[config.mk]
export PLATFORM = sky130hd
export DESIGN_NAME = eth_tx_sched
export DESIGN_NICKNAME = d
export VERILOG_FILES = /design/src/rtl/eth_tx_sched.sv
export SDC_FILE = /design/constraint.sdc
export NUM_CORES = 1
export LEC_CHECK = 0
export BUFFER_PORTS_ARGS = -buffer_cell sky130_fd_sc_hd__buf_4
export CAP_MARGIN = 15
export CORE_AREA = 2 2 115 117
export DETAILED_ROUTE_END_ITERATION = 16
export DIE_AREA = 0 0 117 119
export GPL_TIMING_DRIVEN = 0
export PLACE_DENSITY = 0.68
export SKIP_CTS_REPAIR_TIMING = 1
export SLEW_MARGIN = 20
export SYNTH_ARGS = -nofsm -noshare
export SYNTH_HDL_FRONTEND = slang
export SYNTH_SLANG_ARGS = --single-unit
[constraint.sdc]
create_clock -name Clk -period 2.35 [get_ports Clk]
set_clock_uncertainty 0.15 [all_clocks]
set_input_delay 0.1175 -clock Clk [delete_from_list [all_inputs] [get_ports Clk]]
set_output_delay 0.1175 -clock Clk [all_outputs]
set_load 0.05 [all_outputs]
[src/rtl/eth_tx_sched.sv]
// Ethernet frame scheduler feeding the eth_tx byte interface: header, counting payload,
// commit, wait for the transmitter, inter-frame gap, repeated per frame count or until Stop.
module eth_tx_sched #(
    parameter logic [47:0] DST_MAC     = 48'hFFFF_FFFF_FFFF,
    parameter logic [47:0] SRC_MAC     = 48'h02_00_00_00_00_01,
    parameter logic [15:0] ETHERTYPE   = 16'h88B5,
    parameter int unsigned GAP_CYCLES  = 48,
    parameter logic [10:0] MIN_PAYLOAD = 11'd46,
    parameter logic [10:0] MAX_PAYLOAD = 11'd1500
) (
    input  logic        Clk,
    input  logic        Rst,
    input  logic        Start,
    input  logic        Stop,
    input  logic [7:0]  Frame_Count,
    input  logic [10:0] Payload_Len,
    input  logic        Tx_Busy,
    output logic [7:0]  Eth_Byte,
    output logic        Eth_Byte_Valid,
    output logic        Eth_Pkt_Rdy,
    output logic        Busy,
    output logic [15:0] Frames_Sent,
    output logic        Done
);

    typedef enum logic [2:0] {
        StIdle, StHdr, StPayload, StCommit, StWaitHi, StWaitLo, StGap
    } state_t;

    localparam logic [111:0] HDR_BYTES = {DST_MAC, SRC_MAC, ETHERTYPE};
    localparam logic [15:0]  GAP_LAST  = 16'(GAP_CYCLES - 1);

    state_t      r_state;
    logic [10:0] r_cnt;
    logic [10:0] r_len;
    logic [7:0]  r_fcount;
    logic [7:0]  r_frame_idx;
    logic [15:0] r_frames_sent;
    logic [15:0] r_gap;
    logic        r_stop;
    logic [7:0]  r_byte;
    logic        r_valid;
    logic        r_pkt_rdy;
    logic        r_busy;
    logic        r_done;

    logic [10:0]  w_len;
    logic [111:0] w_hdr_shift;
    logic [7:0]   w_hdr_byte;
    logic [7:0]   w_pay_byte;
    logic         w_last_frame;

    always_comb begin
        w_len = Payload_Len;
        if (Payload_Len < MIN_PAYLOAD) begin
            w_len = MIN_PAYLOAD;
        end else if (Payload_Len > MAX_PAYLOAD) begin
            w_len = MAX_PAYLOAD;
        end
    end

    // r_cnt holds the index of the byte to be presented next.
    assign w_hdr_shift  = HDR_BYTES << {r_cnt[3:0], 3'b000};
    assign w_hdr_byte   = w_hdr_shift[111:104];
    assign w_pay_byte   = r_cnt[7:0] + r_frame_idx;
    assign w_last_frame = r_stop | Stop |
                          ((r_fcount != 8'd0) && (r_frames_sent == {8'h00, r_fcount}));

    always_ff @(posedge Clk) begin
        if (Rst) begin
            r_state       <= StIdle;
            r_cnt         <= '0;
            r_len         <= '0;
            r_fcount      <= '0;
            r_frame_idx   <= '0;
            r_frames_sent <= '0;
            r_gap         <= '0;
            r_stop        <= 1'b0;
            r_byte        <= '0;
            r_valid       <= 1'b0;
            r_pkt_rdy     <= 1'b0;
            r_busy        <= 1'b0;
            r_done        <= 1'b0;
        end else begin
            r_pkt_rdy <= 1'b0;
            r_done    <= 1'b0;
            if (r_state != StIdle && Stop) begin
                r_stop <= 1'b1;
            end
            case (r_state)
                StIdle: begin
                    if (Start && !Stop) begin
                        r_len         <= w_len;
                        r_fcount      <= Frame_Count;
                        r_frames_sent <= '0;
                        r_frame_idx   <= '0;
                        r_stop        <= 1'b0;
                        r_busy        <= 1'b1;
                        r_valid       <= 1'b1;
                        r_byte        <= HDR_BYTES[111:104];
                        r_cnt         <= 11'd1;
                        r_state       <= StHdr;
                    end
                end
                StHdr: begin
                    if (r_cnt == 11'd14) begin
                        r_byte  <= r_frame_idx;
                        r_cnt   <= 11'd1;
                        r_state <= StPayload;
                    end else begin
                        r_byte <= w_hdr_byte;
                        r_cnt  <= r_cnt + 11'd1;
                    end
                end
                StPayload: begin
                    if (r_cnt == r_len) begin
                        r_valid     <= 1'b0;
                        r_byte      <= '0;
                        r_pkt_rdy   <= 1'b1;
                        r_frame_idx <= r_frame_idx + 8'd1;
                        if (r_frames_sent != 16'hFFFF) begin
                            r_frames_sent <= r_frames_sent + 16'd1;
                        end
                        r_state <= StCommit;
                    end else begin
                        r_byte <= w_pay_byte;
                        r_cnt  <= r_cnt + 11'd1;
                    end
                end
                StCommit: r_state <= StWaitHi;
                StWaitHi: begin
                    if (Tx_Busy) begin
                        r_state <= StWaitLo;
                    end
                end
                StWaitLo: begin
                    if (!Tx_Busy) begin
                        r_gap   <= '0;
                        r_state <= StGap;
                    end
                end
                StGap: begin
                    if (r_gap == GAP_LAST) begin
                        if (w_last_frame) begin
                            r_stop  <= 1'b0;
                            r_busy  <= 1'b0;
                            r_done  <= 1'b1;
                            r_state <= StIdle;
                        end else begin
                            r_valid <= 1'b1;
                            r_byte  <= HDR_BYTES[111:104];
                            r_cnt   <= 11'd1;
                            r_state <= StHdr;
                        end
                    end else begin
                        r_gap <= r_gap + 16'd1;
                    end
                end
                default: r_state <= StIdle;
            endcase
        end
    end

    assign Eth_Byte       = r_byte;
    assign Eth_Byte_Valid = r_valid;
    assign Eth_Pkt_Rdy    = r_pkt_rdy;
    assign Busy           = r_busy;
    assign Frames_Sent    = r_frames_sent;
    assign Done           = r_done;

endmodule

==> results <==
- The worst register-to-register path has a setup slack of -140 ps.
- The checks that failed: negative hold slack, negative setup slack.
- The number of global-route vias before repair was 4556.
- A synthesized cell averages 8.18 µm².
- Along the worst path, the maximum fanout reaches 7.
- The capturing element type of the critical path is a flip-flop.
- The H-tree generated during clock tree synthesis spans 3 levels.
- In the final layout, the share of cells above drive strength 1 is 0.316.
- When the netlist entered floorplanning its net count stood at 649.
- Fill cells in the final layout number 1161.
- The worst hold margin is -44.8 ps.
- The count of final max-slew check failures is 0.
- The die footprint is 0.0139 mm².
- The number of synthesized flops with an enable pin is 0.
- Relative to the synthesized area, the layout overhead comes to 38.0%.
- For this block, the via count after detailed routing is 5037.
- The critical path starts at r_cnt[1].
- After detailed routing, the average wire length per cell comes to 16.6 µm.
- The critical path class is flip-flop to flip-flop.
- Summed over all layers, the global routing overflow is 0.
- For the worst flop-to-flop path, the logic depth is 8.
- The worst register-to-register path begins at r_cnt[1].
- Power spread over the standard cell area amounts to 923 mW/mm².
- At the worst endpoint, the required time is 2470 ps.
- The worst min-delay path category is input pin to flip-flop.
- Once layout is done, the placed cells without fillers occupy 0.00688 mm².
- The share of the clock period used by the worst path after layout is 1.06.
- The CTS tree is built.
- The first global-routing pass estimated 22200 µm of wire.
- The antenna diode count is 0.
- The pin count of the biggest net entering global routing is 15.
- The tool flagged a number of max-cap violations equal to 0.
- Setup repair after global routing could not meet its margin everywhere.
- The number of hold violations in the final report is 3.
- The library cell used most frequently in the layout, excluding fill and tap cells, is buf_4.
- After legalization and detailed placement, the total HPWL measured 9860 µm.
- The synthesized netlist contains 65 unique library cells.
- The total cell area at the placement stage is 0.00560 mm².
- The worst register-to-register path ends at Frames_Sent[11].
- The initial antenna violation count is 0.
- In the final design database the tool counted 764 nets.
- In this run the vertical extent of the chip is 119 µm.
- The minimum setup slack in the final design is -137 ps.
- The number of port buffers is 50.
- The leakage power is 2.65 nW.
- The initial utilization of the core area, before any placement, comes to 0.387.
- Clock tree synthesis found a total of 86 sinks.
- The row count is 42.
- The worst hold path was traced through 3 stages.
- The worst-case IR drop observed on VDD is 0.471 mV.
- The count of placed standard cells including taps is 835.
- In this run, CTS created clock tree buffers numbering 9.
- In the routed design, unresolved DRC markers number 0.
- The synthesis-stage register bit count is 86.
- The detailed-route vias per instance is 5.57.
- In the layout the commonest cells are buf_4 (91), dfxtp_1 (62), nand2_1 (62).
- The path with the worst hold slack has its endpoint at r_len[5].
- Setup violations remaining at the end of the flow were counted as 23.
- The count of cells in the finished layout, fillers not included, comes to 905.
- For the finished layout, the period the worst path requires is 2490 ps.
- The total standard cell area after synthesis is 0.00498 mm².
- The proportion of synthesized flip-flops having asynchronous set or reset is 0.
- The remaining antenna violation count is 0.
- The most instantiated flip-flop cell in the synthesis netlist is dfxtp_1.
- The total I/O pin count is 52.
- The root buffer selected by CTS is clkbuf_16.
- The final weighted congestion in routability-driven placement is 0.888.
- The relative max-transition margin is 0.515.
- The core region is 0.0129 mm².
- For this run, the register share of the synthesized area comes to 0.345.
- The die boundary width is 117 µm.
- The top achievable clock speed is 0.402 GHz.
- For this run, the total global-route usage over all layers was measured as 0.200.
- The number of synthesis warnings is 0.
- Clock-pin slew was measured on the worst setup and hold paths at 60 ps.
- The critical path startpoint category is a flip-flop.
- For the worst-skew pair, the clock arrives at the later sink with an insertion delay of 350 ps.
- Counting along the longest clock path gives a buffer depth of 2.
- The slew at the pin with the worst max-slew slack is 727 ps.
- In this run the most critical hold path is launched from Payload_Len[5].
- Before antenna repair, the detailed router went through 5 iterations.
- The flow ran to the end, but the final reports show violations.
- The starting DRC count in detailed routing is 430.
- The total wire length after detailed routing is 15000 µm.
- The arrival time reported for the critical path endpoint is 2610 ps.
- The cell count after synthesis is 609.
## critical path, cell delays in order, from the launching register on
cell     delay [ps]
dfxtp_4         370
buf_6           140
buf_4           140
xor2_1          180
nor4_4          280
nand4_4         240
a21o_4          280
or4_4           490
a21oi_2         140
## metal layers
| metal | routed length, µm | track usage | part of all wire | vias to the layer above |
|---|---|---|---|---|
| met5 | 0 | 0 | 0 | - |
| met4 | 384 | 0.0765 | 0.026 | 0 |
| met3 | 710 | 0.0341 | 0.047 | 30 |
| met2 | 7290 | 0.316 | 0.49 | 136 |
| met1 | 6610 | 0.269 | 0.44 | 2436 |
| li1 | - | - | - | 2435 |
## cells in the mapped netlist (10+ instances only)
master	number	area, µm²
nor3_1	27	135
xor2_1	32	280
o21ai_0	20	100
a21oi_1	57	285
nand3_1	19	95.1
nor2_1	65	244
dfxtp_1	86	1720
nand2_1	63	236
inv_1	12	45.0
a211oi_1	14	105
or4_1	10	75.1
ha_1	15	188
or3_1	10	62.6
xnor2_1	21	184
clkbuf_1	15	56.3
## registers in the layout, indices dropped and copies added (netlist names)
signal,flops
Busy,1
Done,1
Eth_Byte,8
Eth_Byte_Valid,1
Eth_Pkt_Rdy,1
Frames_Sent,16
r_cnt,11
r_fcount,8
r_frame_idx,8
r_gap,16
r_len,11
r_state,3
r_stop,1
## worst max path at each step
stage                      endpoint  slack [ps]  cells after the start
floorplan               Eth_Byte[6]         0.4                      9
global placement        Eth_Byte[7]        -380                      9
finish              Frames_Sent[11]        -140                      8
CTS                        r_cnt[8]        -410                      9
global route        Frames_Sent[11]        -170                      8
detailed placement      Eth_Byte[7]        -400                      9
## per-stage QoR
stage	total power (W)	hold WS, ps	TNS, ps	util	setup slack [ps]
2_1_floorplan	0.00335	103	0	-	0.414
3_3_place_gp	0.00386	200	-10350	0.435	-377
3_5_place_dp	0.00390	193	-12410	0.435	-401
4_1_cts	0.00568	-160	-14140	0.464	-412
5_1_grt	0.00666	9.85	-3430	0.534	-170
6_report	0.00635	-44.8	-1320	0.534	-137
## cell families (layout without fill, tap and decap cells)
kind of cell	Yosys count	count (layout)	synth area share
XOR/XNOR	53	53	0.0931
AO/OA/AOI/OAI	156	156	0.204
buffers and inverters	41	161	0.0399
AND/OR/NAND/NOR	254	254	0.270
multiplexers	3	3	0.00603
flip-flops	86	86	0.345
adder cells (fa/ha/maj)	16	16	0.0417
## report_power, final
| group | total (W) | leakage, nW | internal [W] | switching, W |
|---|---|---|---|---|
| sequential | 0.00191 | 0.713 | 0.00170 | 0.000206 |
| combinational | 0.00266 | 1.76 | 0.00105 | 0.00161 |
| clock | 0.00178 | 0.179 | 0.00117 | 0.000605 |
## area by class of cell
cell class,count,area (µm²),share of cell area
clock inverter,6,133,0.0193
inverter,12,52.6,0.00764
sequential,86,1760,0.256
buffer,27,190,0.0276
tap,176,220,0.0320
multi-input combinational,482,3440,0.500
timing repair buffer,106,842,0.122
clock buffer,10,239,0.0347
Power figures use the tool's default switching activity.
